===== src/rtl/cdb_arbiter_if.sv =====
// cdb_arbiter_if: bundles the functional-unit result handshake and the
// Common Data Bus broadcast.
// The master modport is the functional-unit / consumer side.
// The slave modport is the arbiter side.
interface cdb_arbiter_if #(
  parameter int FU_NUM = 3,
  parameter int TAG_W  = 5,
  parameter int DATA_W = 32
);
  localparam int SRC_W = (FU_NUM > 1) ? $clog2(FU_NUM) : 1;

  // Functional-unit results, one slice per FU
  logic [FU_NUM-1:0]        fu_valid;
  logic [FU_NUM*TAG_W-1:0]  fu_tag;
  logic [FU_NUM*DATA_W-1:0] fu_value;
  logic [FU_NUM-1:0]        fu_ready;

  // Registered CDB broadcast
  logic                     cdb_valid;
  logic [TAG_W-1:0]         cdb_tag;
  logic [DATA_W-1:0]        cdb_value;
  logic [SRC_W-1:0]         cdb_src;

  modport master (
    output fu_valid,
    output fu_tag,
    output fu_value,
    input  fu_ready,
    input  cdb_valid,
    input  cdb_tag,
    input  cdb_value,
    input  cdb_src
  );

  modport slave (
    input  fu_valid,
    input  fu_tag,
    input  fu_value,
    output fu_ready,
    output cdb_valid,
    output cdb_tag,
    output cdb_value,
    output cdb_src
  );
endinterface


===== src/rtl/cdb_arbiter.sv =====
// cdb_arbiter: shares one registered Common Data Bus among FU_NUM functional
// units.
// Each FU owns a one-entry holding buffer. A round-robin arbiter picks one
// buffered result per cycle and broadcasts it on the next edge. squash flushes
// every buffer and the CDB register without moving the round-robin pointer.
//
// Optional feature macro: CDB_BYPASS_EN
//   When defined, an FU with an empty buffer may request directly with its
//   incoming result. If it wins, the result goes straight to the CDB register,
//   giving 1-edge latency.
//   When undefined, only buffered results request, giving a fixed 2-edge latency.
module cdb_arbiter #(
  parameter int FU_NUM = 3,
  parameter int TAG_W  = 5,
  parameter int DATA_W = 32
) (
  input  logic          clock,
  input  logic          reset,
  input  logic          squash,
  cdb_arbiter_if.slave  bus
);
  localparam int SRC_W = (FU_NUM > 1) ? $clog2(FU_NUM) : 1;
  localparam logic [SRC_W-1:0] LAST_IDX = SRC_W'(FU_NUM - 1);
  localparam logic [SRC_W:0]   FU_NUM_W = (SRC_W + 1)'(FU_NUM);

  // Holding buffers
  logic [FU_NUM-1:0] full_r;
  logic [TAG_W-1:0]  tag_r   [FU_NUM];
  logic [DATA_W-1:0] value_r [FU_NUM];

  // Arbitration state and CDB register
  logic [SRC_W-1:0]  rr_ptr_r;
  logic              cdb_valid_r;
  logic [TAG_W-1:0]  cdb_tag_r;
  logic [DATA_W-1:0] cdb_value_r;
  logic [SRC_W-1:0]  cdb_src_r;

  // Combinational arbitration signals
  logic [FU_NUM-1:0] req_s;
  logic [FU_NUM-1:0] grant_s;
  logic [FU_NUM-1:0] ready_s;
  logic [FU_NUM-1:0] accept_s;
  logic [FU_NUM-1:0] bypass_s;
  logic              grant_any_s;
  logic [SRC_W-1:0]  winner_s;
  logic              found_s;
  logic              hit_s;
  logic [SRC_W:0]    sum_s;
  logic [SRC_W:0]    wrap_s;
  logic [SRC_W-1:0]  idx_s;
  logic [TAG_W-1:0]  win_tag_s;
  logic [DATA_W-1:0] win_value_s;
  logic [SRC_W-1:0]  rr_next_s;

  // Request vector: buffered results, plus direct requests when bypass is built in
  always_comb begin
`ifdef CDB_BYPASS_EN
    req_s = full_r | bus.fu_valid;
`else
    req_s = full_r;
`endif
  end

  // Round-robin search starting at rr_ptr_r; the first requester found wins
  always_comb begin
    grant_s  = {FU_NUM{1'b0}};
    winner_s = {SRC_W{1'b0}};
    found_s  = 1'b0;
    hit_s    = 1'b0;
    sum_s    = {(SRC_W+1){1'b0}};
    wrap_s   = {(SRC_W+1){1'b0}};
    idx_s    = {SRC_W{1'b0}};
    for (int k = 0; k < FU_NUM; k++) begin
      sum_s          = {1'b0, rr_ptr_r} + (SRC_W + 1)'(k);
      wrap_s         = sum_s - FU_NUM_W;
      idx_s          = (sum_s >= FU_NUM_W) ? wrap_s[SRC_W-1:0] : sum_s[SRC_W-1:0];
      hit_s          = ~found_s & req_s[idx_s];
      grant_s[idx_s] = hit_s;
      winner_s       = hit_s ? idx_s : winner_s;
      found_s        = found_s | hit_s;
    end
  end

  assign grant_any_s = |grant_s;

  // Ready/accept: a buffer takes a new result when empty or being drained, never during squash or reset
  always_comb begin
    ready_s  = {FU_NUM{~reset & ~squash}} & (~full_r | grant_s);
    accept_s = bus.fu_valid & ready_s;
  end

  // Bypass marks a winner whose buffer is empty: its incoming result skips the buffer
  always_comb begin
`ifdef CDB_BYPASS_EN
    bypass_s = grant_s & ~full_r;
`else
    bypass_s = {FU_NUM{1'b0}};
`endif
  end

  // Winner data: buffered entry, or the live FU input when the winner is bypassing
  always_comb begin
    win_tag_s   = tag_r[winner_s];
    win_value_s = value_r[winner_s];
`ifdef CDB_BYPASS_EN
    if (!full_r[winner_s]) begin
      win_tag_s   = bus.fu_tag[winner_s*TAG_W +: TAG_W];
      win_value_s = bus.fu_value[winner_s*DATA_W +: DATA_W];
    end else begin
      win_tag_s   = tag_r[winner_s];
      win_value_s = value_r[winner_s];
    end
`endif
  end

  // Pointer advance: one past the winner, wrapping from the last FU to 0
  always_comb begin
    if (winner_s == LAST_IDX) begin
      rr_next_s = {SRC_W{1'b0}};
    end else begin
      rr_next_s = winner_s + SRC_W'(1);
    end
  end

  // Holding buffers: load on accept (reload when also granted), drain on grant, flush on squash
  always_ff @(posedge clock or posedge reset) begin
    if (reset) begin
      full_r <= {FU_NUM{1'b0}};
      for (int i = 0; i < FU_NUM; i++) begin
        tag_r[i]   <= {TAG_W{1'b0}};
        value_r[i] <= {DATA_W{1'b0}};
      end
    end else if (squash) begin
      full_r <= {FU_NUM{1'b0}};
    end else begin
      for (int i = 0; i < FU_NUM; i++) begin
        if (accept_s[i] && !bypass_s[i]) begin
          full_r[i]  <= 1'b1;
          tag_r[i]   <= bus.fu_tag[i*TAG_W +: TAG_W];
          value_r[i] <= bus.fu_value[i*DATA_W +: DATA_W];
        end else if (grant_s[i]) begin
          full_r[i]  <= 1'b0;
        end else begin
          full_r[i]  <= full_r[i];
        end
      end
    end
  end

  // CDB register and round-robin pointer; payload holds when there is no grant
  always_ff @(posedge clock or posedge reset) begin
    if (reset) begin
      cdb_valid_r <= 1'b0;
      cdb_tag_r   <= {TAG_W{1'b0}};
      cdb_value_r <= {DATA_W{1'b0}};
      cdb_src_r   <= {SRC_W{1'b0}};
      rr_ptr_r    <= {SRC_W{1'b0}};
    end else if (squash) begin
      cdb_valid_r <= 1'b0;
    end else begin
      cdb_valid_r <= grant_any_s;
      if (grant_any_s) begin
        cdb_tag_r   <= win_tag_s;
        cdb_value_r <= win_value_s;
        cdb_src_r   <= winner_s;
        rr_ptr_r    <= rr_next_s;
      end
    end
  end

  assign bus.fu_ready  = ready_s;
  assign bus.cdb_valid = cdb_valid_r;
  assign bus.cdb_tag   = cdb_tag_r;
  assign bus.cdb_value = cdb_value_r;
  assign bus.cdb_src   = cdb_src_r;
endmodule


===== src/flat_wrapper.sv =====
// flat-port wrapper written by rule: the top's interface ports become plain ports
module cdb_arbiter_flat 
#(
  parameter int FU_NUM = 3,
  parameter int TAG_W  = 5,
  parameter int DATA_W = 32
)
  (clock, reset, squash, bus_fu_valid, bus_fu_tag, bus_fu_value, bus_fu_ready, bus_cdb_valid, bus_cdb_tag, bus_cdb_value, bus_cdb_src);
  cdb_arbiter_if #(.FU_NUM(FU_NUM), .TAG_W(TAG_W), .DATA_W(DATA_W)) bus_i ();
  input  logic clock;
  input  logic reset;
  input  logic squash;
  input wire logic [$bits(bus_i.fu_valid)-1:0] bus_fu_valid;
  input wire logic [$bits(bus_i.fu_tag)-1:0] bus_fu_tag;
  input wire logic [$bits(bus_i.fu_value)-1:0] bus_fu_value;
  output wire logic [$bits(bus_i.fu_ready)-1:0] bus_fu_ready;
  output wire logic [$bits(bus_i.cdb_valid)-1:0] bus_cdb_valid;
  output wire logic [$bits(bus_i.cdb_tag)-1:0] bus_cdb_tag;
  output wire logic [$bits(bus_i.cdb_value)-1:0] bus_cdb_value;
  output wire logic [$bits(bus_i.cdb_src)-1:0] bus_cdb_src;
  assign bus_i.fu_valid = bus_fu_valid;
  assign bus_i.fu_tag = bus_fu_tag;
  assign bus_i.fu_value = bus_fu_value;
  assign bus_fu_ready = bus_i.fu_ready;
  assign bus_cdb_valid = bus_i.cdb_valid;
  assign bus_cdb_tag = bus_i.cdb_tag;
  assign bus_cdb_value = bus_i.cdb_value;
  assign bus_cdb_src = bus_i.cdb_src;
  cdb_arbiter #(.FU_NUM(FU_NUM), .TAG_W(TAG_W), .DATA_W(DATA_W)) u_core (.clock(clock), .reset(reset), .squash(squash), .bus(bus_i));
endmodule

===== config.mk =====
export PLATFORM = sky130hd
export DESIGN_NAME = cdb_arbiter_flat
export DESIGN_NICKNAME = d
export VERILOG_FILES = /design/src/rtl/cdb_arbiter_if.sv /design/src/rtl/cdb_arbiter.sv /design/src/flat_wrapper.sv
export SDC_FILE = /design/constraint.sdc
export NUM_CORES = 1
export LEC_CHECK = 0
export BUFFER_PORTS_ARGS = -buffer_cell sky130_fd_sc_hd__buf_4
export CORE_UTILIZATION = 54
export CTS_CLUSTER_SIZE = 40
export DETAILED_ROUTE_END_ITERATION = 12
export PLACE_DENSITY = 0.84
export SLEW_MARGIN = 20
export SYNTH_ARGS = -nofsm -noshare
export SYNTH_HDL_FRONTEND = slang
export SYNTH_SLANG_ARGS = --single-unit

===== constraint.sdc =====
create_clock -name clock -period 5.55 [get_ports clock]
set_clock_uncertainty 0.05 [all_clocks]
set_input_delay 0.2775 -clock clock [delete_from_list [all_inputs] [get_ports clock]]
set_output_delay 0.2775 -clock clock [all_outputs]
set_load 0.02 [all_outputs]

==> impl_metrics.tcl <==
set metrics [dict create \
    outcome "finished, final reports clean" \
    start_kind "flop" \
    core_mm2 0.0126 \
    ant_nets 0 \
    p_comb_frac 0.375 \
    layout-drive-gt1-share 0.476 \
    fillers 929 \
    yosys.area.top_type_share 0.560 \
    max_stage_delay_ps 820 \
    crit_family "compound AO/OA/AOI/OAI gates" \
    syn_area_mm2 0.00697 \
    worst_pin_slew_ps 1050 \
    cts_buffers 17 \
    yosys_register_bits 156 \
    drc 0 \
    multi_input_area_mm2 0.00269 \
    setup_violations 0 \
    synth_top_area_cell "dfrtp_1" \
    drt_iter0_markers 243 \
    crit_required_ps 5790 \
    die_x_um 116 \
    worstSetupPathType "reg -> reg" \
    syn_nets 628 \
    syn_area_per_cell_um2 13.7 \
    hold_viol_final 0 \
    cpMostUsedCell "mux2i_1" \
    ir_drop_v 0.000285 \
    power.total_mw 4.86 \
    fmaxAchievable_mhz 291 \
    fin_crit_ps 3430 \
    row_count 41 \
    dieHeight_um 116 \
    rsz0062_at_grt "false" \
    sequentialPowerShare 0.370 \
    max-cap-violations 0 \
    grt_pass1_vias 4957 \
    synth.most_common_cell "dfrtp_1" \
    clk-insertion-delay-late_ps 420 \
    cts.sinks 156 \
    wl_per_cell_um 19.3 \
    crit_chain "inv_1 > ha_1 > mux2i_1 > nor4b_2 > o21a_2 > nor2_4 > a21oi_1 > mux2i_1" \
    startpoint "u_core.rr_ptr_r[1]" \
    ctsResizeCount 0 \
    grtUsageTotal 0.260 \
    synth-edff-count 0 \
    post_dp_cell_area_mm2 0.00821 \
    slew_violations 0 \
    path_clk_slew_ps 60 \
    via_count 4615 \
    finalSetupTns_ps 0 \
    cts_max_path_buffers 2 \
    dp_cells 813 \
    grt_overflow 0 \
    dieArea_mm2 0.0134 \
    synth_cell_type_count 45 \
    cp_num_buf_inv 1 \
    async_reset_ff_frac 1.00 \
    num_io_pins 160 \
    antenna_found_initial 0 \
    cp_data_arrival_time_ps 3670 \
    internal_power_mw 3.22 \
    synthFlopType "dfrtp_1" \
    clockPowerShare 0.255 \
    power.density_mw_per_mm2 549 \
    htree_levels 4 \
    cp_slowest_cell "o21a_2" \
    diodes 0 \
    grt_pass1_wl_um 25900 \
    fin_hold_ws_ps 34.5 \
    instances_no_fill 846 \
    cts_tree "yes" \
    max_slew_margin 0.297 \
    grt_max_degree 78 \
    synth_commonest_cells "dfrtp_1 (156), mux2_2 (92), inv_1 (43)" \
    worstPathMaxFanout 40 \
    drtPass1Iterations 4 \
    postCtsSetupBuffers 0 \
    p_leak_nw 4.13 \
    crit-reg2reg-launch "u_core.rr_ptr_r[1]" \
    start_util 0.552 \
    final_area_mm2 0.00885 \
    period_share 0.618 \
    synth_warnings 0 \
    swShare 0.337 \
    p_sw_mw 1.64 \
    hp-start "bus_fu_tag[6]" \
    ys_top_cells_by_area "dfrtp_1 (56%), mux2_2 (15%), mux2i_1 (5.7%), a22o_1 (4.7%), mux2_4 (4.5%)" \
    seq_area_mm2 0.00390 \
    placement.io_buffers 159 \
    cts_root_buf "clkbuf_16" \
    synthCells 507 \
    routed_via_density 5.46 \
    area_delta_synth_final_pct 27.0 \
    ys_seq_area_frac 0.560 \
    gp_congestion 0.998 \
    drt-total-wl_um 16300 \
    critPathCaptureType "flop" \
    nets 782 \
    dp.final_hpwl_um 10600 \
    hold_class "in -> reg" \
]
cell type report:
| cell class | count | share of cell area |
|---|---|---|
| Clock buffer | 21 | 0.0532 |
| Multi-Input combinational cell | 278 | 0.304 |
| Sequential cell | 156 | 0.441 |
| Inverter | 43 | 0.0188 |
| Clock inverter | 11 | 0.0185 |
| Tap cell | 172 | 0.0243 |
| Timing Repair Buffer | 165 | 0.140 |
metrics by stage:
step | worst slack [ps] | utilization
final | 2120 | 0.701
after CTS | 2160 | 0.701
after detailed placement | 2200 | 0.650
after global routing | 1900 | 0.701
after floorplan | 0.407 | -
after global placement | 2330 | 0.650
timing repair:
action | CTS | global route
hold buffers | 1 | 0
setup endpoints to repair | 0 | 0
endpoints found under the hold margin | 33 | 0
routing by layer:
layer,share of wire,track usage
met5,0,0
met4,0.025,0.123
met3,0.048,0.0544
met2,0.51,0.434
met1,0.42,0.326
path summary, 6_finish.rpt:
kind / end / slack [ps] / depth (start not counted)
min reg2reg: u_core.value_r[62] / 460 / 1
max: u_core.bus.cdb_value[22] / 2120 / 8
min in group asynchronous: u_core.value_r[85] / 350 / 3
min: u_core.tag_r[6] / 30 / 2
max reg2reg: u_core.bus.cdb_value[22] / 2120 / 8
max in group asynchronous: u_core.value_r[46] / 3240 / 5
cells by family (layout without fill, tap and decap cells):
| family | after synthesis | in the layout | share of synthesized area |
|---|---|---|---|
| and+or+nand+nor | 27 | 27 | 0.0251 |
| AOI/OAI and AO/OA | 92 | 92 | 0.0964 |
| adders and majority gates | 4 | 4 | 0.00718 |
| muxes | 155 | 155 | 0.255 |
| buffers and inverters | 73 | 240 | 0.0564 |
| DFF | 156 | 156 | 0.560 |
cell usage in the layout, fill, tap and decap left out, types with 2 or more instances in the layout:
cell        synthesis  routed
inv_6               0       2
buf_4               3     164
o21ai_0             3       3
a21oi_1            40      40
clkbuf_8            0       3
mux2i_1            40      40
clkinv_2            0       4
mux2_2             92      92
clkbuf_16           0      17
nor2b_1             2       2
mux2_1              2       2
a22o_1             37      37
bufinv_16           0       4
nand2_1             5       4
inv_1              43      42
clkinvlp_4          0       2
dfrtp_1           156     156
mux2_4             21      21
nor2_1              3       2
nand3b_1            2       2
nand2b_1            2       2
ha_1                4       4
registers in the layout, indices dropped and copies added (netlist names):
name and count:
u_core.bus.cdb_value 32, u_core.bus.cdb_tag 5, u_core.full_r 3, u_core.tag_r 15, u_core.rr_ptr_r 2, u_core.bus.cdb_valid 1, u_core.value_r 96, u_core.bus.cdb_src 2
power by group through the flow:
stage	clock, mW	combinational (mW)	sequential [mW]
2_1_floorplan	0	1.14	1.91
3_5_place_dp	0	1.82	1.80
6_report	1.24	1.82	1.80
5_1_grt	1.30	1.96	1.85
4_1_cts	1.25	1.83	1.79
3_3_place_gp	0	1.74	1.78
No activity file was read; power rests on OpenSTA's default activity.
